==> src/rtl/matrix_readout_scheduler.sv <==
`default_nettype none
// ============================================================================
// Module   : matrix_readout_scheduler
// Purpose  : Walks the Double_Buffer read port column by column into the
//            output stage; swaps banks only between frames, else replays.
// Revision : 1.0 - initial release
// ============================================================================
module matrix_readout_scheduler #(
    parameter int ADDRESS_DEPTH    = 480,
    parameter int COLUMN_COUNT     = 16,
    parameter int WORDS_PER_COLUMN = 30,
    parameter int READ_LATENCY     = 2,
    parameter int FRAME_GAP        = 1000
) (
    input  logic                             clk,
    input  logic                             rst_n,
    input  logic                             data_valid,
    output logic                             swap_trigger,
    output logic [$clog2(ADDRESS_DEPTH)-1:0] buf_addr,
    output logic                             buf_rd_en,
    output logic                             word_valid,
    input  logic                             word_ready,
    output logic                             word_last,
    output logic                             new_image,
    output logic                             new_column,
    output logic [$clog2(COLUMN_COUNT)-1:0]  column_index,
    input  logic                             col_done,
    output logic                             busy
);

    localparam int c_ADDR_W = $clog2(ADDRESS_DEPTH);
    localparam int c_COL_W  = $clog2(COLUMN_COUNT);
    localparam int c_WORD_W = (WORDS_PER_COLUMN > 1) ? $clog2(WORDS_PER_COLUMN) : 1;
    localparam int c_GAP_W  = (FRAME_GAP > 1) ? $clog2(FRAME_GAP) : 1;
    localparam int c_LAT_W  = (READ_LATENCY > 2) ? $clog2(READ_LATENCY - 1) : 1;

    localparam logic [c_GAP_W-1:0]  c_GAP_RELOAD = c_GAP_W'(FRAME_GAP - 1);
    localparam logic [c_WORD_W-1:0] c_WORD_LAST  = c_WORD_W'(WORDS_PER_COLUMN - 1);
    localparam logic [c_COL_W-1:0]  c_COL_LAST   = c_COL_W'(COLUMN_COUNT - 1);
    localparam logic [c_ADDR_W-1:0] c_COL_STEP   = c_ADDR_W'(WORDS_PER_COLUMN);
    localparam logic [c_LAT_W-1:0]  c_LAT_RELOAD = c_LAT_W'((READ_LATENCY >= 2) ? READ_LATENCY - 2 : 0);

    typedef enum logic [2:0] {
        S_IDLE        = 3'd0,
        S_SWAP        = 3'd1,
        S_FRAME_START = 3'd2,
        S_COL_START   = 3'd3,
        S_READ        = 3'd4,
        S_LAT         = 3'd5,
        S_HOLD        = 3'd6,
        S_WAIT_TX     = 3'd7
    } state_t;

    state_t              r_state;
    state_t              w_next;
    logic [c_GAP_W-1:0]  r_gap_cnt;
    logic [c_LAT_W-1:0]  r_lat_cnt;
    logic [c_WORD_W-1:0] r_word_cnt;
    logic [c_COL_W-1:0]  r_col_idx;
    logic [c_ADDR_W-1:0] r_addr;
    logic [c_ADDR_W-1:0] r_col_base;
    logic                w_last_word;
    logic                w_last_col;

    assign w_last_word = (r_word_cnt == c_WORD_LAST);
    assign w_last_col  = (r_col_idx == c_COL_LAST);

    always_comb begin
        w_next       = r_state;
        swap_trigger = 1'b0;
        buf_rd_en    = 1'b0;
        word_valid   = 1'b0;
        word_last    = 1'b0;
        new_image    = 1'b0;
        new_column   = 1'b0;
        buf_addr     = r_addr;
        column_index = r_col_idx;
        busy         = (r_state != S_IDLE);
        case (r_state)
            S_IDLE: begin
                if (r_gap_cnt == '0) begin
                    w_next = data_valid ? S_SWAP : S_FRAME_START;
                end
            end
            S_SWAP: begin
                swap_trigger = 1'b1;
                w_next       = S_FRAME_START;
            end
            S_FRAME_START: begin
                new_image = 1'b1;
                w_next    = S_COL_START;
            end
            S_COL_START: begin
                new_column = 1'b1;
                w_next     = S_READ;
            end
            S_READ: begin
                buf_rd_en = 1'b1;
                w_next    = (READ_LATENCY > 1) ? S_LAT : S_HOLD;
            end
            S_LAT: begin
                if (r_lat_cnt == '0) begin
                    w_next = S_HOLD;
                end
            end
            S_HOLD: begin
                word_valid = 1'b1;
                word_last  = w_last_word;
                if (word_ready) begin
                    w_next = w_last_word ? S_WAIT_TX : S_READ;
                end
            end
            S_WAIT_TX: begin
                if (col_done) begin
                    w_next = w_last_col ? S_IDLE : S_COL_START;
                end
            end
            default: w_next = S_IDLE;
        endcase
    end

    // Column base address advances by one column stride instead of multiplying.
    always_ff @(posedge clk or negedge rst_n) begin
        if (!rst_n) begin
            r_state    <= S_IDLE;
            r_gap_cnt  <= c_GAP_RELOAD;
            r_lat_cnt  <= '0;
            r_word_cnt <= '0;
            r_col_idx  <= '0;
            r_addr     <= '0;
            r_col_base <= '0;
        end else begin
            r_state <= w_next;
            if ((w_next == S_IDLE) && (r_state != S_IDLE)) begin
                r_gap_cnt <= c_GAP_RELOAD;
            end else if ((r_state == S_IDLE) && (r_gap_cnt != '0)) begin
                r_gap_cnt <= r_gap_cnt - c_GAP_W'(1);
            end
            case (r_state)
                S_FRAME_START: begin
                    r_col_idx  <= '0;
                    r_col_base <= '0;
                end
                S_COL_START: begin
                    r_word_cnt <= '0;
                    r_addr     <= r_col_base;
                end
                S_READ: r_lat_cnt <= c_LAT_RELOAD;
                S_LAT: begin
                    if (r_lat_cnt != '0) begin
                        r_lat_cnt <= r_lat_cnt - c_LAT_W'(1);
                    end
                end
                S_HOLD: begin
                    if (word_ready && !w_last_word) begin
                        r_word_cnt <= r_word_cnt + c_WORD_W'(1);
                        r_addr     <= r_addr + c_ADDR_W'(1);
                    end
                end
                S_WAIT_TX: begin
                    if (col_done && !w_last_col) begin
                        r_col_idx  <= r_col_idx + c_COL_W'(1);
                        r_col_base <= r_col_base + c_COL_STEP;
                    end
                end
                default: ;
            endcase
        end
    end

endmodule
`default_nettype wire

==> config.mk <==
export PLATFORM = sky130hd
export DESIGN_NAME = matrix_readout_scheduler
export DESIGN_NICKNAME = d
export VERILOG_FILES = /design/src/rtl/matrix_readout_scheduler.sv
export SDC_FILE = /design/constraint.sdc
export NUM_CORES = 1
export LEC_CHECK = 0
export ABC_CLOCK_PERIOD_IN_PS = 2000
export BUFFER_PORTS_ARGS = -buffer_cell sky130_fd_sc_hd__buf_4
export CELL_PAD_IN_SITES_DETAIL_PLACEMENT = 0
export CELL_PAD_IN_SITES_GLOBAL_PLACEMENT = 1
export CORE_MARGIN = 2
export CORE_UTILIZATION = 40
export CTS_CLUSTER_SIZE = 8
export DETAILED_ROUTE_END_ITERATION = 8
export PLACE_DENSITY = 0.77
export SYNTH_ARGS = -nofsm -noshare
export SYNTH_HDL_FRONTEND = slang
export SYNTH_SLANG_ARGS = --single-unit
==> constraint.sdc <==
create_clock -name clk -period 2 [get_ports clk]
set_clock_uncertainty 0.2 [all_clocks]
set_input_delay 0.2 -clock clk [delete_from_list [all_inputs] [get_ports clk]]
set_output_delay 0.2 -clock clk [all_outputs]
set_load 0.05 [all_outputs]
# == Yosys cells after proc, flatten, opt, wreduce, memory -nomap -nowiden ==
# Cells that the tools add are included.
# op_classes
addsub,6
n_eq_ne,11
n_mux,26
n_reduce_logical,17
# op_table
op,count
9-bit one-hot mux with 2 select lines,2
3-bit one-hot mux with 8 select lines,1
10-bit 2-to-1 mux,2
9-bit 2-to-1 mux,2
"3-bit == test, second input constant",4
3-bit 2-to-1 mux,4
10-bit zero test,1
5-bit one-hot mux with 2 select lines,1
10-bit nonzero test,1
"10-bit by 1-bit subtractor with 10-bit output, second input constant",1
"9-bit by 1-bit adder with 9-bit output, second input constant",1
"9-bit by 5-bit adder with 9-bit output, second input constant",1
4-bit one-hot mux with 2 select lines,1
2-bit nonzero test,4
1-bit 2-to-1 mux,7
"3-bit by 2-bit == test with 1-bit output, second input constant",2
3-bit zero test,2
2-bit 2-to-1 mux,3
"5-bit by 1-bit adder with 5-bit output, second input constant",1
"5-bit == test, second input constant",1
5-bit 2-to-1 mux,1
"4-bit by 1-bit adder with 4-bit output, second input constant",1
"4-bit == test, second input constant",1
1-bit logical AND,4
8 further kinds,11
# totals
ff_bits,41
in_bits,5
output_inout_bits,20
word_cells,67

# == Depth between registers and ports, before layout ==
# logic_depth
ltp_word,7
ltp_mapped,8
depth_no_buf,6

# == Worst setup path before layout ==
# No wires, ideal clock.
# synth_timing
path_type,flip-flop to flip-flop
start,register r_state[0]
end,register r_addr[5] (netlist: buf_addr[5])
setup_time_ns,0.127
arrival_ns,1.906
t_required_ns,1.673
path_slack_ns,-0.233
stages_incl_launch_ff,6
n_path_buf,1
period_less_slack_ns,2.233
cell_sequence,dfrtp_1 -> nand3b_1 -> inv_2 -> buf_1 -> a21oi_1 -> o2bb2a_1
# synth_between
elab_chain_len,3
word_cells_on_any_way,6
cone_classes,3 x eq/ne; 1 x mux; 2 x reduce/logical
# synth_rtl
item,line_no,text
"start, declared",54,state_t r_state;
"start signal, assigned",133,r_state <= w_next;
3-bit == test / 3-bit by 2-bit == test with 1-bit output (equally long branches),139,case (r_state)
2-bit != test (no line) / 2-bit nonzero test (equally long branches),n/a,
2-bit AND reduction (no line),n/a,
"end signal, assigned",146,r_addr <= r_col_base;
"end signal, assigned",157,r_addr <= r_addr + c_ADDR_W'(1);
"end, declared",60,logic [c_ADDR_W-1:0] r_addr;
# Several ways; a longest one is shown, not always the timed one.
# A chain may end at the register's enable or synchronous reset.

# == Worst setup path in the final report ==
# layout_timing
start,register r_gap_cnt[0]
end,register r_gap_cnt[9]
# layout_between
elab_chain_len,6
word_cells_on_any_way,11
cone_classes,1 x add/sub; 4 x mux; 6 x reduce/logical
# layout_rtl
item,line_no,text
"start, declared",56,logic [c_GAP_W-1:0] r_gap_cnt;
"start signal, assigned",126,r_gap_cnt <= c_GAP_RELOAD;
"start signal, assigned",135,r_gap_cnt <= c_GAP_RELOAD;
"start signal, assigned",137,r_gap_cnt <= r_gap_cnt - c_GAP_W'(1);
10-bit zero test,81,if (r_gap_cnt == '0) begin
3-bit 2-to-1 mux,81,
3-bit one-hot mux with 8 select lines,79,case (r_state)
3-bit zero test,134,if ((w_next == S_IDLE) && (r_state != S_IDLE)) begin
1-bit logical AND,134,
10-bit 2-to-1 mux / 2-bit nonzero test (equally long branches),n/a,
# Several ways; a longest one is shown, not always the timed one. The select of a mux whose other input is x is not followed.

==> results.yml <==
outcome:
  run_status: "finished clean"
hold_path:
  hold_class: "in2reg"
  whs_endpoint: "column_index[2]"
  hold_depth: 3
  hold_start: "col_done"
setup_path:
  cp-start-kind: "flop"
  reg2regPathDepth: 6
  critPathRequiredTime_ns: 2.00
  path_class: "reg2reg"
  worstPathArrival_ns: 1.94
  critPathSlowestCell: "dfstp_2"
  cp-end-kind: "flop"
  rr_startpoint: "r_gap_cnt[0]"
  cp_max_fo: 4
  r2r_end: "r_gap_cnt[9]"
  reg2reg_setup_slack_ns: 0.07
  path_buf_inv: 2
  crit_chain: "inv_1, ha_2, buf_4, nor3b_2, or4_1, o211ai_1"
  cpLargestDelayFamily: "simple AND/OR/NAND/NOR gates"
  cpPeakStageDelay_ns: 0.56
  cp-startpoint: "r_gap_cnt[0]"
routing:
  drtIter0Drc: 125
  viasPerCell: 5.28
  vias: 1896
  wl_um: 4970
  detail_route.wl_per_cell_um: 13.8
  drc: 0
  postRouteAntennaNets: 0
  firstDrtPassIters: 4
synthesis:
  postSynthCellCount: 239
  synth_nets: 250
  yosysUniqueCellTypes: 48
  ys_seq_area_share_pct: 44.9
  yosys_warnings: 0
  async_flop_share_pct: 100
  ys_seq_elements: 39
  ys.flop_type: "dfrtp_1"
  syn_area_per_cell_um2: 9.19
  synth_area_um2: 2200
  synth_edf_count: 0
finish:
  final_layout_size_suffix_gt1_share_pct: 28.4
  final_common_cell: "buf_4"
  nNetsFinal: 299
  antennaDiodeCount: 0
  fillers: 522
  post_layout_nonfiller_instances: 359
  syn_to_final_growth_pct: 26.2
  final_cell_mix: "44 x buf_4, 28 x dfrtp_1, 20 x nor2_1, 20 x o21ai_0, 19 x nand2_1"
power_and_ir_drop:
  cellLeakagePower_nw: 1.23
  power_mw: 4.31
  power_density_nw_per_um2: 1560
  ir_drop_v: 0.000782
floorplan:
  rows: 26
  dieHeight_um: 78.1
  ios: 25
  core_area_um2: 5200
  die_w_um: 78.1
  dieArea_um2: 6100
  start_util_pct: 42.2
clock_tree:
  cts_buffer_depth: 2
  numCtsBuffers: 5
  clock_latency_ns: 0.30
  cts_tree: "yes"
  root_buffer: "clkbuf_8"
  h-tree-depth: 2
  clk_pin_slew_ns: 0.08
  clock_sinks: 39
timing:
  slew_violations: 0
  setup_viol: 0
  fin_crit_ns: 1.93
  tightest_slew_ns: 0.504
  clock.fmax_mhz: 518
  setup_ws_ns: 0.0677
  relSlewSlack_pct: 66.4
  fin_crit_sh_pct: 96.6
  grt_setup_unrepaired: "yes"
  hold_viol: 0
placement:
  dp.cells: 347
  dpl.hpwl_um: 3510
  io_buffer_count: 24
  gp_congestion: 0.832
  place_ws_ns: 0.000319
grt:
  antenna_found_initial: 0
  track_usage_pct: 17.2
  grt_pass1_vias: 1723
  overflow: 0
  grt_pass1_wl_um: 8300
  grt_max_degree: 40
run:
  maxCapViolations: 0
-- layer usage --
layer	vias up	routed length [um]	track usage (%)
met5	-	0	0
met3	6	186	4.48
met4	0	63	5.79
met2	32	2140	25.5
met1	886	2570	24.6
li1	972	-	-
-- tightest hold or removal path, stage by stage --
cell and delay (ns):
buf_4 0.12, nand4_1 0.14, o41ai_1 0.08
-- kinds of logic (layout without fill, tap and decap cells) --
group | after synthesis | in the layout | share of synthesized area (%)
AO/OA/AOI/OAI | 63 | 63 | 18.0
adder cells (fa/ha/maj) | 6 | 6 | 3.42
multiplexers | 3 | 3 | 1.37
XOR/XNOR | 4 | 4 | 1.60
AND/OR/NAND/NOR | 101 | 101 | 26.2
buffers and inverters | 23 | 73 | 4.50
flip-flops | 39 | 39 | 44.9
-- registers in the layout, summed over array words and instances, names as in the netlist --
name	count
r_gap_cnt	10
buf_addr	9
r_col_base	8
r_word_cnt	5
column_index	4
r_state	3
-- what timing repair did --
item / 4_1_cts / 5_1_grt
endpoints found under the hold margin: 32 / 0
pin swaps: 1 / 2
setup buffers: 1 / 1
hold buffers: 2 / 0
endpoints found under the setup margin: 2 / 6
gates resized for setup: 3 / 5
-- worst max-delay path by stage --
stage / to / slack [ns] / depth (start not counted)
2_1_floorplan: r_word_cnt[4] / 0.05 / 7
3_3_place_gp: r_gap_cnt[4] / 0.05 / 6
3_5_place_dp: r_gap_cnt[4] / 0.0003 / 6
4_1_cts: r_gap_cnt[9] / 0.03 / 6
5_1_grt: r_col_base[5] / -0.0004 / 8
6_report: r_gap_cnt[9] / 0.07 / 6
-- through the flow --
stage / instance area (um^2) / util, % / TNS [ns] / hold WS [ns]
2_1_floorplan: 2200 / - / 0 / -0.296
3_3_place_gp: 2590 / 49.8 / 0 / 0.0158
3_5_place_dp: 2590 / 49.8 / 0 / 0.0121
4_1_cts: 2740 / 52.7 / 0 / 0.0584
5_1_grt: 2770 / 53.2 / -0.000395 / 0.0800
6_report: 2770 / 53.2 / 0 / 0.0742
-- power breakdown --
part | switching (mW) | internal [mW]
combinational | 1.33 | 0.862
sequential | 0.326 | 1.10
clock | 0.286 | 0.404
-- cell type report --
type	count	area [um^2]	area share [%]
clock buffer	6	82.6	2.98
timing repair buffer	49	384	13.9
tap	70	87.6	3.16
sequential	39	990	35.7
multi-input combinational	177	1130	40.8
inverter	16	60.1	2.17
clock inverter	2	35.0	1.26
-- Yosys cell counts (3+ instances only) --
| cell type | n | area [um^2] |
|---|---|---|
| a21oi_1 | 18 | 90.1 |
| a2bb2oi_1 | 3 | 26.3 |
| buf_2 | 4 | 20.0 |
| inv_1 | 13 | 48.8 |
| dfstp_2 | 8 | 210 |
| nand3_1 | 14 | 70.1 |
| xor2_1 | 4 | 35.0 |
| dfrtp_1 | 31 | 776 |
| ha_1 | 6 | 75.1 |
| inv_2 | 3 | 11.3 |
| nor2_1 | 20 | 75.1 |
| or3_1 | 8 | 50.1 |
| nand2_1 | 19 | 71.3 |
| o21ai_0 | 20 | 100 |
| mux2i_1 | 3 | 30.0 |
| and3_1 | 4 | 25.0 |
| nor3b_1 | 3 | 22.5 |
| o22ai_1 | 3 | 18.8 |
| nor3_1 | 6 | 30.0 |
| nand4_1 | 8 | 50.1 |
| nand2b_1 | 3 | 18.8 |
| or4_1 | 3 | 22.5 |
Note: power is estimated with default switching activity, not from simulation.
